File: src/rtl/chrono_pkg.sv
// Shared types and helpers for the chrono_lap_core stopwatch.
package chrono_pkg;

  typedef enum logic [2:0] {
    IDLE,
    RUN,
    LAP_HOLD,
    STOP,
    CLEAR
  } state_t;

  typedef logic [3:0] bcd_t;

  // mm:ss.cc layout: tens-of-seconds and tens-of-minutes count 0..5
  function automatic int unsigned digit_radix(input int unsigned i);
    return (i == 3 || i == 5) ? 6 : 10;
  endfunction

endpackage

File: src/rtl/btn_debounce.sv
// Button conditioner: two-flop synchroniser, stable-level filter and
// a one-cycle pulse when the accepted level falls (button release).
module btn_debounce #(
  parameter int unsigned DEBOUNCE = 100000
) (
  input  logic clk,
  input  logic rst,
  input  logic btn,
  output logic evt
);

  localparam int unsigned CW = (DEBOUNCE > 1) ? $clog2(DEBOUNCE) : 1;
  localparam logic [CW-1:0] CNT_LAST = CW'(DEBOUNCE - 1);

  logic          sync1;
  logic          sync2;
  logic          level;
  logic [CW-1:0] cnt;

  always_ff @(posedge clk) begin
    if (rst) begin
      sync1 <= 1'b0;
      sync2 <= 1'b0;
      level <= 1'b0;
      cnt   <= '0;
      evt   <= 1'b0;
    end else begin
      sync1 <= btn;
      sync2 <= sync1;
      evt   <= 1'b0;
      if (sync2 == level) begin
        cnt <= '0;
      end else if (cnt == CNT_LAST) begin
        // sync2 differs from level here, so old level=1 means a release
        level <= sync2;
        cnt   <= '0;
        evt   <= level;
      end else begin
        cnt <= cnt + CW'(1);
      end
    end
  end

endmodule

File: src/rtl/chrono_lap_core.sv
// Stopwatch core: prescaled BCD mm:ss.cc chain, run/stop/lap/clear FSM,
// circular lap memory with registered newest-first readback.
module chrono_lap_core
  import chrono_pkg::*;
#(
  parameter int unsigned TICK_DIV   = 1000000,
  parameter int unsigned NUM_DIGITS = 8,
  parameter int unsigned LAP_DEPTH  = 4,
  parameter int unsigned DEBOUNCE   = 100000
) (
  input  logic                           clk,
  input  logic                           rst,
  input  logic                           btn_start,
  input  logic                           btn_lap,
  output logic [NUM_DIGITS*4-1:0]        digits,
  output logic                           running,
  output logic                           lap_hold,
  output logic                           overflow,
  output logic [$clog2(LAP_DEPTH+1)-1:0] lap_count,
  input  logic [$clog2(LAP_DEPTH)-1:0]   lap_rd_idx,
  output logic [NUM_DIGITS*4-1:0]        lap_rd_data,
  output logic                           ready
);

  localparam int unsigned DW  = NUM_DIGITS * 4;
  localparam int unsigned PW  = $clog2(TICK_DIV);
  localparam int unsigned IW  = $clog2(LAP_DEPTH);
  localparam int unsigned LCW = $clog2(LAP_DEPTH + 1);

  state_t           state;
  state_t           state_nx;
  logic             start_evt;
  logic             lap_evt;
  logic             capture;
  logic             clear;
  logic             tick;
  logic [PW-1:0]    presc;
  logic [NUM_DIGITS:0] carry;
  logic [DW-1:0]    live;
  logic [DW-1:0]    freeze;
  logic [DW-1:0]    mem [LAP_DEPTH];
  logic [IW-1:0]    wr_ptr;
  logic [IW-1:0]    rd_addr;
  logic [LCW-1:0]   cnt_q;

  btn_debounce #(.DEBOUNCE(DEBOUNCE)) u_db_start (
    .clk(clk), .rst(rst), .btn(btn_start), .evt(start_evt)
  );

  btn_debounce #(.DEBOUNCE(DEBOUNCE)) u_db_lap (
    .clk(clk), .rst(rst), .btn(btn_lap), .evt(lap_evt)
  );

  always_ff @(posedge clk) begin
    if (rst) state <= IDLE;
    else     state <= state_nx;
  end

  // start is tested first everywhere, so a coincident lap is dropped
  always_comb begin
    state_nx = state;
    capture  = 1'b0;
    clear    = 1'b0;
    unique case (state)
      IDLE:     if (start_evt) state_nx = RUN;
      RUN: begin
        if (start_evt) state_nx = STOP;
        else if (lap_evt) begin
          state_nx = LAP_HOLD;
          capture  = 1'b1;
        end
      end
      LAP_HOLD: begin
        if (start_evt)    state_nx = STOP;
        else if (lap_evt) state_nx = RUN;
      end
      STOP: begin
        if (start_evt)    state_nx = RUN;
        else if (lap_evt) state_nx = CLEAR;
      end
      CLEAR: begin
        clear    = 1'b1;
        state_nx = IDLE;
      end
      default:  state_nx = IDLE;
    endcase
  end

  assign running  = (state == RUN) || (state == LAP_HOLD);
  assign lap_hold = (state == LAP_HOLD);
  assign tick     = running && (presc == PW'(TICK_DIV - 1));

  always_ff @(posedge clk) begin
    if (rst || clear) presc <= '0;
    else if (running) presc <= tick ? '0 : presc + PW'(1);
  end

  assign carry[0] = tick;

  for (genvar i = 0; i < NUM_DIGITS; i++) begin : g_digit
    localparam bcd_t DMAX = bcd_t'(digit_radix(i) - 1);
    bcd_t d;

    assign carry[i+1]     = carry[i] && (d == DMAX);
    assign live[i*4 +: 4] = d;

    always_ff @(posedge clk) begin
      if (rst || clear)  d <= '0;
      else if (carry[i]) d <= (d == DMAX) ? '0 : d + bcd_t'(1);
    end
  end

  always_ff @(posedge clk) begin
    if (rst || clear)            overflow <= 1'b0;
    else if (carry[NUM_DIGITS])  overflow <= 1'b1;
  end

  // live is the pre-edge value, so a same-edge increment is not captured
  always_ff @(posedge clk) begin
    if (rst) begin
      for (int unsigned k = 0; k < LAP_DEPTH; k++) mem[k] <= '0;
      wr_ptr <= '0;
      cnt_q  <= '0;
      freeze <= '0;
    end else if (clear) begin
      wr_ptr <= '0;
      cnt_q  <= '0;
    end else if (capture) begin
      mem[wr_ptr] <= live;
      wr_ptr      <= wr_ptr + IW'(1);
      freeze      <= live;
      if (cnt_q != LCW'(LAP_DEPTH)) cnt_q <= cnt_q + LCW'(1);
    end
  end

  assign rd_addr = wr_ptr - IW'(1) - lap_rd_idx;

  always_ff @(posedge clk) begin
    if (rst)                               lap_rd_data <= '0;
    else if (LCW'(lap_rd_idx) < cnt_q)     lap_rd_data <= mem[rd_addr];
    else                                   lap_rd_data <= '0;
  end

  always_ff @(posedge clk) begin
    if (rst) ready <= 1'b0;
    else     ready <= 1'b1;
  end

  assign lap_count = cnt_q;
  assign digits    = lap_hold ? freeze : live;

endmodule

File: config.mk
export PLATFORM = sky130hd
export DESIGN_NAME = chrono_lap_core
export DESIGN_NICKNAME = d
export VERILOG_FILES = /design/src/rtl/chrono_pkg.sv /design/src/rtl/btn_debounce.sv /design/src/rtl/chrono_lap_core.sv
export SDC_FILE = /design/constraint.sdc
export NUM_CORES = 1
export LEC_CHECK = 0
export BUFFER_PORTS_ARGS = -buffer_cell sky130_fd_sc_hd__buf_2
export CORE_ASPECT_RATIO = 0.6
export CORE_MARGIN = 2
export CORE_UTILIZATION = 60
export DETAILED_ROUTE_END_ITERATION = 7
export GPL_TIMING_DRIVEN = 1
export PLACE_DENSITY = 0.88
export SLEW_MARGIN = 20
export SYNTH_ARGS = -nofsm -noshare
export SYNTH_HDL_FRONTEND = slang
export SYNTH_HIERARCHICAL = 1
export SYNTH_SLANG_ARGS = --single-unit
File: constraint.sdc
create_clock -name clk -period 7.9 [get_ports clk]
set_input_delay 0.395 -clock clk [delete_from_list [all_inputs] [get_ports clk]]
set_output_delay 0.395 -clock clk [all_outputs]
set_load 0.005 [all_outputs]
# Word-level counts from Yosys, hierarchy flattened
# Memory sizes are Yosys's and may differ from the RTL's. A register that Yosys moved wholly into a read port is not among the register bits.
# Cells that the tools add are included.
dict set report word_totals {
  ff_bits 136
  latch_bits 0
  mem_bits_rw 128
  rom_bits 0
  in_bits 6
  out_inout_bits 71
  n_memories 1
}
# memory depth word_bits rd rd_clocked_by_memory_dff write_ports line
set mem_list {}
lappend mem_list {mem 4 32 1 1 4 chrono_lap_core.sv:41} ;# logic [DW-1:0] mem [LAP_DEPTH];
dict set report classes {
  n_addsub 15
  multipliers 0
  n_div 0
  n_lt_le_gt_ge 1
  eq_ne 22
  shifts 0
  mux 32
  bitwise_logic 6
  reduce_logical 24
}
# op n
set op_table {}
lappend op_table {{two-way mux 32 bit} 2}
lappend op_table {{adder 17 x 1 -> 17 bit (second input constant)} 2}
lappend op_table {{equality test 17 bit (second input constant)} 2}
lappend op_table {{adder 4 x 1 -> 4 bit (second input constant)} 8}
lappend op_table {{two-way mux 4 bit} 8}
lappend op_table {{OR reduction 32 bit} 1}
lappend op_table {{equality test 4 bit (second input constant)} 6}
lappend op_table {{two-way mux 3 bit} 7}
lappend op_table {{adder 20 x 1 -> 20 bit (second input constant)} 1}
lappend op_table {{equality test 20 bit (second input constant)} 1}
lappend op_table {{two-way mux 20 bit} 1}
lappend op_table {{two-way mux 1 bit} 12}
lappend op_table {{case mux 3 bit (4 select lines)} 1}
lappend op_table {{OR reduction 3 bit} 4}
lappend op_table {{logical AND 1 bit} 9}
lappend op_table {{inequality test 3 x 1 -> 1 bit (second input constant)} 3}
lappend op_table {{equality test 4 x 3 -> 1 bit (second input constant)} 2}
lappend op_table {{AND reduction 2 bit} 4}
lappend op_table {{equality test 3 x 2 -> 1 bit (second input constant)} 2}
lappend op_table {{inverter 1 bit} 6}
lappend op_table {{AND reduction 4 bit} 1}
lappend op_table {{OR reduction 2 bit} 2}
lappend op_table {{adder 3 x 1 -> 3 bit (second input constant)} 1}
lappend op_table {{equality test 3 x 1 -> 1 bit (second input constant)} 1}
lappend op_table {{11 further kinds} 13}

# Longest topological paths before layout
# Gate-level depths: netlist of the first run.
dict set report logic_depth {
  word_depth 11
  depth_mapped 7
}

# Cells and area by module
# Netlist of the first run, hierarchy kept.
# module n_inst cells_each area_per_inst_um2 seq_area_each_um2
set by_module_without_submodules {}
lappend by_module_without_submodules {chrono_lap_core 1 943 10665.2 6366.1}
lappend by_module_without_submodules {btn_debounce 2 98 950.9 420.4}

# Worst setup path after synthesis of the first run
# OpenSTA, ideal clock, no wires.
dict set report synth_path {
  path_kind {register to register}
  from {register wr_ptr[0]}
  to {memory mem[0][0] (netlist name) (enable)}
  setup_ns 0.511
  arrival_time_ns 4.075
  t_required_ns 7.389
  slack_ns 3.314
  stages_incl_launch_ff 4
  n_path_buf 1
  period_less_slack_ns 4.586
  path_cell_list {dfxtp_1 > or2_2 > clkbuf_1 > o41ai_1}
}
# item line
set synth_lines {}
lappend synth_lines {{start, declared} chrono_lap_core.sv:42} ;# logic [IW-1:0] wr_ptr;
lappend synth_lines {{start signal, assigned} chrono_lap_core.sv:130} ;# wr_ptr <= wr_ptr + IW'(1);
lappend synth_lines {{end, declared} chrono_lap_core.sv:41}

# Final worst setup path of the first run
dict set report layout_path {
  from {register g_digit[1].d[3]}
  to {register g_digit[5].d[1]}
}
dict set report layout_via {
  elab_chain_cells 5
}
# item line
set layout_rtl {}
lappend layout_rtl {{start, declared} chrono_lap_core.sv:102} ;# bcd_t d;
lappend layout_rtl {{start signal, assigned} chrono_lap_core.sv:109} ;# else if (carry[i]) d <= (d == DMAX) ? '0 : d + bcd_t'(1);
lappend layout_rtl {{equality test 4 bit} chrono_lap_core.sv:104} ;# assign carry[i+1] = carry[i] && (d == DMAX);
lappend layout_rtl {{logical AND 1 bit (4 in series)} chrono_lap_core.sv:104}
lappend layout_rtl {{end signal, assigned} chrono_lap_core.sv:109}
lappend layout_rtl {{end, declared} chrono_lap_core.sv:102}
# Every way passes these cells.
# A chain may end at the register's enable or synchronous reset.

==> results of run 1 <==
==> worst paths after layout <==
path	from	depth (start not counted)	slack, ns	endpoint
setup / recovery	g_digit[1].d[3]	5	4.87	g_digit[5].d[1]
hold / removal	btn_lap	2	0.07	u_db_lap/sync1
setup reg to reg	g_digit[1].d[3]	5	4.87	g_digit[5].d[1]
hold reg to reg	freeze[14]	2	0.44	freeze[14]
==> power breakdown <==
part / switching [uW] / internal (uW)
Clock: 568 / 733
Combinational: 53.7 / 43.1
Sequential: 12.7 / 1630
Total: 635 / 2410
==> kinds of logic (layout without fill, tap and decap cells) <==
family,count (synthesis),in the layout,synth area share [%]
flip-flops,296,296,57.3
multiplexers,68,68,8.87
AO/OA/AOI/OAI,66,66,3.14
buffers and inverters,108,185,3.48
XOR/XNOR,61,61,4.25
adder cells (fa/ha/maj),7,7,0.697
AND/OR/NAND/NOR,533,533,22.2
==> worst max-delay path: cells and delay by family (launching register included) <==
kind / cells / cell delay, ns
compound gates: 1 / 0.17
flops: 1 / 0.41
simple gates: 4 / 2.37
==> final cells by class <==
cell class | instances | area, sq um | share of cell area [%]
multi-input cells | 735 | 4990 | 35.3
flip-flops and latches | 296 | 7210 | 51.0
clock inverters | 16 | 170 | 1.20
inverters | 48 | 180 | 1.28
repair buffers | 90 | 538 | 3.81
well taps | 273 | 342 | 2.42
clock buffers | 31 | 699 | 4.95
==> cell usage in the layout, fill, tap and decap left out, types with 5 or more instances in the layout <==
master                      synthesis  routed
sky130_fd_sc_hd__nor4b_1            7       7
sky130_fd_sc_hd__edfxtp_1         128     128
sky130_fd_sc_hd__nor2_1           151     149
sky130_fd_sc_hd__a21oi_1           23      23
sky130_fd_sc_hd__and3_1             8       8
sky130_fd_sc_hd__o21ai_0           23      20
sky130_fd_sc_hd__xnor2_1           26      25
sky130_fd_sc_hd__nand3_1           21      21
sky130_fd_sc_hd__or4_1              5       5
sky130_fd_sc_hd__and2_1            31      31
sky130_fd_sc_hd__nor3_1            12      12
sky130_fd_sc_hd__nor2b_1           49      49
sky130_fd_sc_hd__nand4_1           33      33
sky130_fd_sc_hd__inv_1             48      48
sky130_fd_sc_hd__mux2_2            25      25
sky130_fd_sc_hd__xor2_1            35      35
sky130_fd_sc_hd__buf_4              4      11
sky130_fd_sc_hd__nor4_1            13      12
sky130_fd_sc_hd__buf_2              2      76
sky130_fd_sc_hd__mux4_2            32      32
sky130_fd_sc_hd__dfxtp_1          168     168
sky130_fd_sc_hd__mux2i_1            9       9
sky130_fd_sc_hd__clkinv_2           0       8
sky130_fd_sc_hd__or3_1              6       6
sky130_fd_sc_hd__clkbuf_16          0      26
sky130_fd_sc_hd__ha_1               7       6
sky130_fd_sc_hd__and4_1             7       7
sky130_fd_sc_hd__nand2b_1           7       7
sky130_fd_sc_hd__nand2_1          138     138
==> registers in the layout, indices dropped and copies added (netlist names), 2 cells and up <==
signal,flops
u_db_start/cnt,17
freeze,32
lap_count,3
g_digit.d,32
lap_rd_data,32
mem,128
wr_ptr,2
state,3
u_db_lap/cnt,17
presc,20
==> stage by stage <==
stage	cells	power, uW	util (%)
floorplan	1139	1740	-
global placement	1439	1760	65.0
detailed placement	1442	1770	65.4
CTS	1489	3050	69.7
global route	1489	3110	69.7
finish	1489	3040	69.7
==> metal layers <==
| metal | up-vias | track usage, % |
|---|---|---|
| li1 | 4076 | - |
| met1 | 4230 | 38.9 |
| met2 | 468 | 42.3 |
| met3 | 54 | 5.44 |
| met4 | 0 | 6.93 |
| met5 | - | 0 |
==> synth_stat cells, types with 5 or more instances <==
master / number / area (sq um)
sky130_fd_sc_hd__nor4_1: 13 / 81.3
sky130_fd_sc_hd__and2_1: 31 / 194
sky130_fd_sc_hd__nand2b_1: 7 / 43.8
sky130_fd_sc_hd__nor2_1: 151 / 567
sky130_fd_sc_hd__xor2_1: 35 / 307
sky130_fd_sc_hd__mux4_2: 32 / 721
sky130_fd_sc_hd__nor3_1: 12 / 60.1
sky130_fd_sc_hd__dfxtp_1: 168 / 3360
sky130_fd_sc_hd__or4_1: 5 / 37.5
sky130_fd_sc_hd__inv_1: 48 / 180
sky130_fd_sc_hd__mux2_2: 25 / 282
sky130_fd_sc_hd__nor2b_1: 49 / 307
sky130_fd_sc_hd__and4_1: 7 / 61.3
sky130_fd_sc_hd__nor4b_1: 7 / 61.3
sky130_fd_sc_hd__edfxtp_1: 128 / 3840
sky130_fd_sc_hd__ha_1: 7 / 87.6
sky130_fd_sc_hd__a21oi_1: 23 / 115
sky130_fd_sc_hd__clkbuf_1: 45 / 169
sky130_fd_sc_hd__nand4_1: 33 / 206
sky130_fd_sc_hd__buf_1: 7 / 26.3
sky130_fd_sc_hd__or3_1: 6 / 37.5
sky130_fd_sc_hd__nand3_1: 21 / 105
sky130_fd_sc_hd__xnor2_1: 26 / 228
sky130_fd_sc_hd__mux2i_1: 9 / 90.1
sky130_fd_sc_hd__o21ai_0: 23 / 115
sky130_fd_sc_hd__nand2_1: 138 / 518
sky130_fd_sc_hd__and3_1: 8 / 50.1
==> load_flow_metrics.sql, run 1 <==
INSERT INTO impl_metrics (metric_group, metric, value, unit) VALUES
('critical_path', 'worst_path_largest_cell_delay', '0.74', 'ns'),
('place', 'port_buffers', '76', ''),
('place', 'placed_cell_area', '13300', 'sq um'),
('logic_synthesis', 'synthFlopType', 'sky130_fd_sc_hd__dfxtp_1', ''),
('logic_synthesis', 'synthCells', '1139', ''),
('timing', 'finalHoldViolCount', '0', ''),
('logic_synthesis', 'sequential_element_share_of_the_synthesized_area', '57.3', '%'),
('power_and_ir_drop', 'pwr_density_cell', '215', 'nW/um^2'),
('logic_synthesis', 'mappedNetlistArea', '12600', 'sq um'),
('timing', 'finClkSkew', '0.0181', 'ns'),
('clock_tree', 'clock-sinks', '296', ''),
('timing', 'achievable-frequency', '330', 'MHz'),
('finish', 'final_area', '14100', 'sq um'),
('timing', 'final_critical_path_setup_slack', '4.87', 'ns'),
('finish', 'layout.nets', '1210', ''),
('clock_tree', 'cts_tree', 'done', ''),
('logic_synthesis', 'number_of_synthesized_register_bits', '296', ''),
('global_route', 'number_of_global_route_vias_before_repair', '8538', ''),
('floorplan', 'die_area', '22200', 'sq um'),
('route', 'routed_length_on_met1', '12.8', 'mm'),
('route', 'detailedRoute.firstIterationViolations', '1081', ''),
('critical_path', 'cp.arrival', '3.50', 'ns'),
('critical_path', 'timing.critical_path.cells', 'nor4bb_1 -> nand4_1 -> or4_4 -> or4_1 -> a21oi_1', ''),
('clock_tree', 'post-cts-setup-buffer-count', '0', ''),
('global_route', 'grt_util_all_layers', '27.0', '%'),
('global_route', 'grt_antenna_before_repair', '0', ''),
('finish', 'final_layout_size_suffix_gt1_share', '19.4', '%'),
('power_and_ir_drop', 'leakagePower', '0.00557', 'uW'),
('clock_tree', 'clock_tree_root_buffer_cell', 'sky130_fd_sc_hd__clkbuf_16', ''),
('outcome', 'outcome', 'completed', ''),
('critical_path', 'critPathLaunchType', 'flop', ''),
('route', 'finalWirelength', '29.4', 'mm'),
('timing', 'worst_pin_slew', '1.03', 'ns'),
('clock_tree', 'deepest_clock_path_buffer_count', '3', ''),
('route', 'met3RoutedLength', '2.73', 'mm'),
('logic_synthesis', 'synth.lib_cells_used.distinct', '63', ''),
('run', 'max_cap_violations', '0', ''),
('finish', 'antenna-diode-count', '0', ''),
('route', 'final_antenna_net_count', '0', ''),
('place', 'dpl.hpwl', '18.3', 'mm'),
('timing', 'setup_total_negative_slack', '0', 'ns'),
('logic_synthesis', 'yosys_warnings', '6', ''),
('finish', 'syn_to_final_growth', '12.4', '%'),
('clock_tree', 'clk_lat_worst_skew', '0.55', 'ns'),
('floorplan', 'floorplan.core_area', '20300', 'sq um'),
('timing', 'timing.hold.ws', '0.0681', 'ns'),
('floorplan', 'die_height', '116', 'microns'),
('floorplan', 'floorplan.io_pins', '77', ''),
('global_route', 'first_pass_grt_wire_length', '46.3', 'mm'),
('critical_path', 'cp_data_required_time', '8.37', 'ns'),
('route', 'detail_route.drc_violations', '0', ''),
('timing', 'timing.final.setup_violations', '0', ''),
('route', 'via_per_inst', '5.93', ''),
('place', 'dp_worst_setup_slack', '4.94', 'ns'),
('finish', 'layout_filler_cell_count', '1384', ''),
('timing', 'final_max_slew_viol_count', '0', ''),
('critical_path', 'timing.setup.critical_path_class', 'reg2reg', ''),
('critical_path', 'worst_path_max_delay_cell', 'sky130_fd_sc_hd__nor4bb_1', ''),
('clock_tree', 'cts_buffers', '26', ''),
('floorplan', 'initial_core_util', '62.0', '%'),
('timing', 'layout_min_cycle_time', '3.03', 'ns'),
('clock_tree', 'clkSlewWorstSetupHoldPaths', '0.07', 'ns'),
('route', 'topRoutingLayerUsed', 'met4', ''),
('global_route', 'maximum_number_of_pins_on_one_net_before_global_route_repair', '34', ''),
('route', 'detailroute.via_count', '8828', ''),
('route', 'drtPass1Iterations', '5', ''),
('logic_synthesis', 'syn-num-nets', '1152', ''),
('logic_synthesis', 'edff_count_synth', '128', ''),
('timing', 'grt_setup_unrepaired', 'no', ''),
('place', 'routabilityCongestion', '0.841', ''),
('timing', 'final.period_utilization', '38.4', '%');
No activity file was read; power rests on OpenSTA's default activity.
==> run 2: changes to the inputs <==
- clock period: 7.9 -> 2.99 ns (I/O delays scaled with it)
==> run 2 against run 1 <==
  * Power grew to 2.7 times the previous value
  * Clock power grew to 2.7 times the previous value
  * Sequential share of layout area shrank 0.61 points
  * Flip-flop and latch count is the same
  * Die area is the same
  * Setup slack lost 4.6 ns
==> load_flow_metrics.sql, run 2 (synthesis results as in run 1) <==
INSERT INTO impl_metrics (metric_group, metric, value, unit) VALUES
('outcome', 'outcome', 'completed', ''),
('global_route', 'maximum_number_of_pins_on_one_net_before_global_route_repair', '33', ''),
('run', 'max_cap_violations', '0', ''),
('finish', 'final_common_cell', 'sky130_fd_sc_hd__dfxtp_1', ''),
('route', 'drtPass1Iterations', '5', ''),
('power_and_ir_drop', 'ir_drop', '0.000442', 'V'),
('finish', 'regMostFlops', 'mem', ''),
('power_and_ir_drop', 'leakagePower', '0.00566', 'uW'),
('finish', 'layout_filler_cell_count', '1385', ''),
('power_and_ir_drop', 'power.net_switching', '1640', 'uW'),
('floorplan', 'initial_core_util', '62.0', '%'),
('critical_path', 'critical_path.n_buffers_inverters', '2', ''),
('clock_tree', 'cts_tree', 'done', ''),
('power_and_ir_drop', 'clkPwrFrac', '43.3', '%'),
('critical_path', 'endpoint_kind', 'output port', ''),
('place', 'port_buffers', '76', ''),
('worst_hold_path', 'hold_path_depth', '3', ''),
('clock_tree', 'cts_max_level', '1', ''),
('clock_tree', 'deepest_clock_path_buffer_count', '3', ''),
('power_and_ir_drop', 'design_power', '8110', 'uW'),
('route', 'wl_per_cell', '19.3', 'microns'),
('critical_path', 'timing.setup.critical_path_class', 'reg2out', ''),
('floorplan', 'chipWidth', '191', 'microns'),
('route', 'finalWirelength', '29.0', 'mm'),
('finish', 'syn_to_final_growth', '13.7', '%'),
('floorplan', 'die_area', '22200', 'sq um'),
('floorplan', 'floorplan.rows', '40', ''),
('critical_path', 'cp.arrival', '2.60', 'ns'),
('critical_path', 'critical_path.max_fanout', '18', ''),
('critical_path', 'worst_path_largest_cell_delay', '0.55', 'ns'),
('clock_tree', 'ctsResizeCount', '0', ''),
('finish', 'max_reg_flops', '128', ''),
('global_route', 'number_of_global_route_vias_before_repair', '8634', ''),
('critical_path', 'r2r_endpoint', 'g_digit[5].d[2]', ''),
('clock_tree', 'clkSlewWorstSetupHoldPaths', '0.06', 'ns'),
('power_and_ir_drop', 'power_frac_seq', '53.5', '%'),
('route', 'detail_route.drc_violations', '0', ''),
('critical_path', 'reg2reg_setup_slack', '0.25', 'ns'),
('floorplan', 'floorplan.io_pins', '77', ''),
('timing', 'timing.final.setup_violations', '0', ''),
('worst_hold_path', 'min-delay-start', 'btn_lap', ''),
('clock_tree', 'clock_tree_root_buffer_cell', 'sky130_fd_sc_hd__clkbuf_16', ''),
('global_route', 'gr-total-overflow', '0', ''),
('global_route', 'grt_util_all_layers', '27.0', '%'),
('timing', 'finClkSkew', '0.00868', 'ns'),
('timing', 'final_max_slew_viol_count', '0', ''),
('critical_path', 'timing.critical_path.cells', 'nand2b_1 -> nor2_4 -> buf_4 -> mux2_2 -> buf_2', ''),
('clock_tree', 'cts_buffers', '26', ''),
('global_route', 'grt_antenna_before_repair', '0', ''),
('place', 'dp_worst_setup_slack', '0.382', 'ns'),
('critical_path', 'critPathLaunchType', 'flop', ''),
('critical_path', 'worst_r2r_startpoint', 'presc[11]', ''),
('route', 'final_antenna_net_count', '0', ''),
('route', 'via_per_inst', '5.91', ''),
('critical_path', 'reg2regPathDepth', '5', ''),
('timing', 'final_critical_path_setup_slack', '0.242', 'ns'),
('critical_path', 'cp_data_required_time', '2.84', 'ns'),
('floorplan', 'die_height', '116', 'microns'),
('global_route', 'first_pass_grt_wire_length', '46.2', 'mm'),
('clock_tree', 'clk_lat_worst_skew', '0.53', 'ns'),
('power_and_ir_drop', 'power.internal', '6470', 'uW'),
('timing', 'final.period_utilization', '91.9', '%'),
('route', 'detailroute.via_count', '8911', ''),
('timing', 'achievable-frequency', '364', 'MHz'),
('timing', 'slew_headroom', '28.3', '%'),
('worst_hold_path', 'min_path_type', 'in2reg', ''),
('timing', 'worst_pin_slew', '1.07', 'ns'),
('finish', 'antenna-diode-count', '0', ''),
('clock_tree', 'clock-sinks', '296', ''),
('power_and_ir_drop', 'p_comb_share', '3.3', '%'),
('timing', 'layout_min_cycle_time', '2.75', 'ns'),
('critical_path', 'worst_path_max_delay_cell', 'sky130_fd_sc_hd__dfxtp_1', ''),
('timing', 'finalHoldViolCount', '0', ''),
('floorplan', 'floorplan.core_area', '20300', 'sq um'),
('finish', 'final_layout_size_suffix_gt1_share', '19.9', '%'),
('critical_path', 'cpLargestDelayFamily', 'simple AND/OR/NAND/NOR gates', ''),
('timing', 'grt_setup_unrepaired', 'no', ''),
('route', 'detailedRoute.firstIterationViolations', '1029', ''),
('place', 'routabilityCongestion', '0.877', ''),
('clock_tree', 'post-cts-setup-buffer-count', '0', ''),
('power_and_ir_drop', 'pwr_density_cell', '567', 'nW/um^2'),
('worst_hold_path', 'timing.hold.worst_endpoint', 'u_db_lap/sync1', ''),
('finish', 'mostFrequentLayoutCells', 'sky130_fd_sc_hd__dfxtp_1 (168), sky130_fd_sc_hd__nor2_1 (149), sky130_fd_sc_hd__nand2_1 (138)', ''),
('place', 'dpl.hpwl', '18.6', 'mm'),
('finish', 'layout.nets', '1227', ''),
('power_and_ir_drop', 'switching_share', '20.2', '%');
[run 2: cell types whose count changed in the layout (fill, tap and decap cells not counted), sizes merged]
cell | previous run | this run
clkinv | 11 | 10
clkinvlp | 1 | 2
inv | 49 | 48
buf | 90 | 104
dlygate4sd3 | 0 | 3
bufinv | 3 | 4
clkbuf | 31 | 32
[run 2: worst max-delay path by stage]
stage	slack [ns]	endpoint	start	cells after the start
floorplan	-0.06	mem[0][0]	wr_ptr[0]	3
global placement	0.41	g_digit[6].d[0]	state[1]	5
detailed placement	0.38	g_digit[5].d[2]	state[1]	5
CTS	0.25	digits[11]	state[1]	5
global route	0.14	digits[11]	state[1]	5
finish	0.24	digits[11]	state[1]	5
[run 2: what timing repair did]
item                       CTS  global route
hold endpoints to repair     4             0
setup endpoints to repair    0             0
hold buffers                 3             0
[run 2: through the flow]
stage                     instances  utilization, %  hold slack [ns]  area, sq um  setup TNS, ns
after CTS                      1507            70.5            0.355        14300              0
after floorplan                1139               -            0.221        12600          -5.26
final                          1507            70.5            0.374        14300              0
after global routing           1507            70.5            0.395        14300              0
after global placement         1456            66.0            0.365        13400              0
after detailed placement       1456            66.0            0.367        13400              0
[run 2: layout make-up]
type	count	area, sq um	area share, %
Sequential cell	296	7210	50.4
Multi-Input combinational cell	735	5000	35.0
Clock buffer	32	714	5.00
Timing Repair Buffer	107	671	4.69
Tap cell	273	342	2.39
Clock inverter	16	183	1.28
Inverter	48	180	1.26
[run 2: tightest hold or removal path: stages]
cell	delay, ns
sky130_fd_sc_hd__dlygate4sd3_1	0.52
sky130_fd_sc_hd__buf_2	0.09
sky130_fd_sc_hd__nor2b_1	0.10
[run 2: power groups by stage]
stage	clock [uW]	sequential, uW	combinational [uW]
2_1_floorplan	0	4420	166
3_3_place_gp	0	4420	254
3_5_place_dp	0	4430	260
4_1_cts	3540	4340	265
5_1_grt	3710	4340	282
6_report	3510	4340	264
[run 2: metal layers]
layer	global-route usage [%]	up-vias	share of wire [%]
met5	0	-	0
met4	8.63	0	2.9
met3	4.45	77	8.7
met2	42.0	434	45
met1	39.3	4295	44
li1	-	4105	-
==> run 3: changes to the inputs <==
- TNS_END_PERCENT: default -> 10
- clock period: 2.99 -> 2.72 ns (I/O delays scaled with it)
==> run 3 against run 2 <==
  * Wire length shrank 1.1%
  * Sequential power grew 9.9%
  * Hold slack gained 0.063 ns
  * Register-to-register slack lost 0.12 ns
  * Core utilization grew 0.11 points
  * Via count shrank 0.67%
  * Combinational power grew 13%
  * Highest routed layer unchanged
==> load_flow_metrics.sql, run 3 (synthesis results as in run 1) <==
INSERT INTO impl_metrics (metric_group, metric, value, unit) VALUES
('route', 'detail_route.drc_violations', '0', ''),
('finish', 'final_cells', '1513', ''),
('timing', 'worst_pin_slew', '0.798', 'ns'),
('floorplan', 'die_height', '116', 'microns'),
('global_route', 'first_pass_grt_wire_length', '45.2', 'mm'),
('clock_tree', 'cts_tree', 'done', ''),
('critical_path', 'cp.arrival', '3.05', 'ns'),
('critical_path', 'timing.setup.critical_path_class', 'reg2reg', ''),
('global_route', 'grt_util_all_layers', '26.4', '%'),
('clock_tree', 'clock_tree_root_buffer_cell', 'sky130_fd_sc_hd__clkbuf_16', ''),
('place', 'dpl.hpwl', '18.3', 'mm'),
('floorplan', 'die_area', '22200', 'sq um'),
('power_and_ir_drop', 'pwr_density_cell', '616', 'nW/um^2'),
('timing', 'finClkSkew', '0.0144', 'ns'),
('route', 'detailedRoute.firstIterationViolations', '685', ''),
('route', 'wl_per_cell', '19.0', 'microns'),
('timing', 'slew_headroom', '46.8', '%'),
('clock_tree', 'cts_buffers', '27', ''),
('finish', 'antenna-diode-count', '0', ''),
('finish', 'seq_area', '7210', 'sq um'),
('route', 'finalWirelength', '28.7', 'mm'),
('clock_tree', 'clkSlewWorstSetupHoldPaths', '0.06', 'ns'),
('timing', 'setup_total_negative_slack', '0', 'ns'),
('power_and_ir_drop', 'ir_drop', '0.000439', 'V'),
('global_route', 'grt_antenna_before_repair', '0', ''),
('finish', 'final_common_cell', 'sky130_fd_sc_hd__dfxtp_1', ''),
('clock_tree', 'cts_max_level', '1', ''),
('floorplan', 'floorplan.io_pins', '77', ''),
('route', 'via_per_inst', '5.85', ''),
('timing', 'achievable-frequency', '386', 'MHz'),
('finish', 'final_layout_size_suffix_gt1_share', '20.2', '%'),
('power_and_ir_drop', 'leakagePower', '0.00568', 'uW'),
('finish', 'max_reg_flops', '128', ''),
('route', 'drtPass1Iterations', '5', ''),
('place', 'dp_worst_setup_slack', '0.189', 'ns'),
('finish', 'syn_to_final_growth', '13.9', '%'),
('outcome', 'outcome', 'completed', ''),
('floorplan', 'floorplan.core_area', '20300', 'sq um'),
('timing', 'finalHoldViolCount', '0', ''),
('run', 'max_cap_violations', '0', ''),
('place', 'dp_cells', '1458', ''),
('clock_tree', 'clk_lat_worst_skew', '0.54', 'ns'),
('timing', 'final_critical_path_setup_slack', '0.131', 'ns'),
('timing', 'timing.final.setup_violations', '0', ''),
('finish', 'multiInputGateArea', '5000', 'sq um'),
('finish', 'regMostFlops', 'mem', ''),
('clock_tree', 'clock-sinks', '296', ''),
('global_route', 'number_of_global_route_vias_before_repair', '8381', ''),
('critical_path', 'cp_data_required_time', '3.18', 'ns'),
('floorplan', 'floorplan.rows', '40', ''),
('place', 'port_buffers', '76', ''),
('route', 'final_antenna_net_count', '0', ''),
('global_route', 'maximum_number_of_pins_on_one_net_before_global_route_repair', '33', ''),
('critical_path', 'endpoint_kind', 'flop', ''),
('finish', 'mostFrequentLayoutCells', 'sky130_fd_sc_hd__dfxtp_1 (168), sky130_fd_sc_hd__nor2_1 (149), sky130_fd_sc_hd__nand2_1 (138)', ''),
('clock_tree', 'deepest_clock_path_buffer_count', '3', ''),
('timing', 'grt_setup_unrepaired', 'no', ''),
('route', 'detailroute.via_count', '8851', ''),
('floorplan', 'initial_core_util', '62.0', '%'),
('finish', 'layout_filler_cell_count', '1390', ''),
('floorplan', 'chipWidth', '191', 'microns'),
('timing', 'layout_min_cycle_time', '2.59', 'ns'),
('finish', 'layout.nets', '1232', ''),
('finish', 'utilization_after_layout', '70.6', '%'),
('worst_hold_path', 'min_path_type', 'reg2reg', ''),
('critical_path', 'critPathLaunchType', 'flop', ''),
('timing', 'final.period_utilization', '95.2', '%'),
('critical_path', 'critical_path.max_fanout', '13', ''),
('timing', 'final_max_slew_viol_count', '0', ''),
('place', 'routabilityCongestion', '0.839', ''),
('global_route', 'gr-total-overflow', '0', ''),
('timing', 'timing.hold.ws', '0.437', 'ns');
## run 3: layout make-up
type                            instances  share of cell area [%]
Sequential cell                       296                    50.3
Clock inverter                         15                   0.883
Clock buffer                           35                    5.21
Multi-Input combinational cell        735                    34.9
Timing Repair Buffer                  111                    5.02
Tap cell                              273                    2.39
Inverter                               48                    1.26
## run 3: critical path, cell delays in order, from the launching register on
cell and delay (ns):
sky130_fd_sc_hd__dfxtp_1 0.35, sky130_fd_sc_hd__nand4bb_1 0.29, sky130_fd_sc_hd__or4_4 0.58, sky130_fd_sc_hd__or4_4 0.62, sky130_fd_sc_hd__or4_1 0.53, sky130_fd_sc_hd__a21oi_1 0.15
## run 3: repair_timing
action | in CTS | in global routing
hold buffers | 5 | 0
endpoints found under the hold margin | 6 | 0
gates resized for setup | 0 | 0
buffers inserted | 0 | 0
## run 3: stage by stage
stage	cell area (sq um)	total power (uW)
3_5_place_dp	13400	5160
2_1_floorplan	12600	5040
6_report	14300	8810
5_1_grt	14300	9060
3_3_place_gp	13400	5140
4_1_cts	14300	8850
## run 3: layer usage
metal / GRT usage (%) / vias to the layer above / part of all wire, %
met3: 5.41 / 47 / 9.3
met4: 6.46 / 0 / 1.9
met1: 38.1 / 4292 / 44
li1: - / 4138 / -
met5: 0 / - / 0
met2: 41.4 / 374 / 45
## run 3: power by group
group | internal [uW] | switching, uW
combinational | 137 | 162
clock | 2120 | 1630
sequential | 4730 | 32.8
total | 6990 | 1820
## run 3: worst paths after layout
path | startpoint | to | slack (ns) | cells after the start
worst min-delay path | u_db_lap/sync1 | u_db_lap/sync2 | 0.44 | 1
worst max register to register | presc[8] | g_digit[5].d[1] | 0.13 | 5
worst min register to register | u_db_lap/sync1 | u_db_lap/sync2 | 0.44 | 1
worst max-delay path | presc[8] | g_digit[5].d[1] | 0.13 | 5
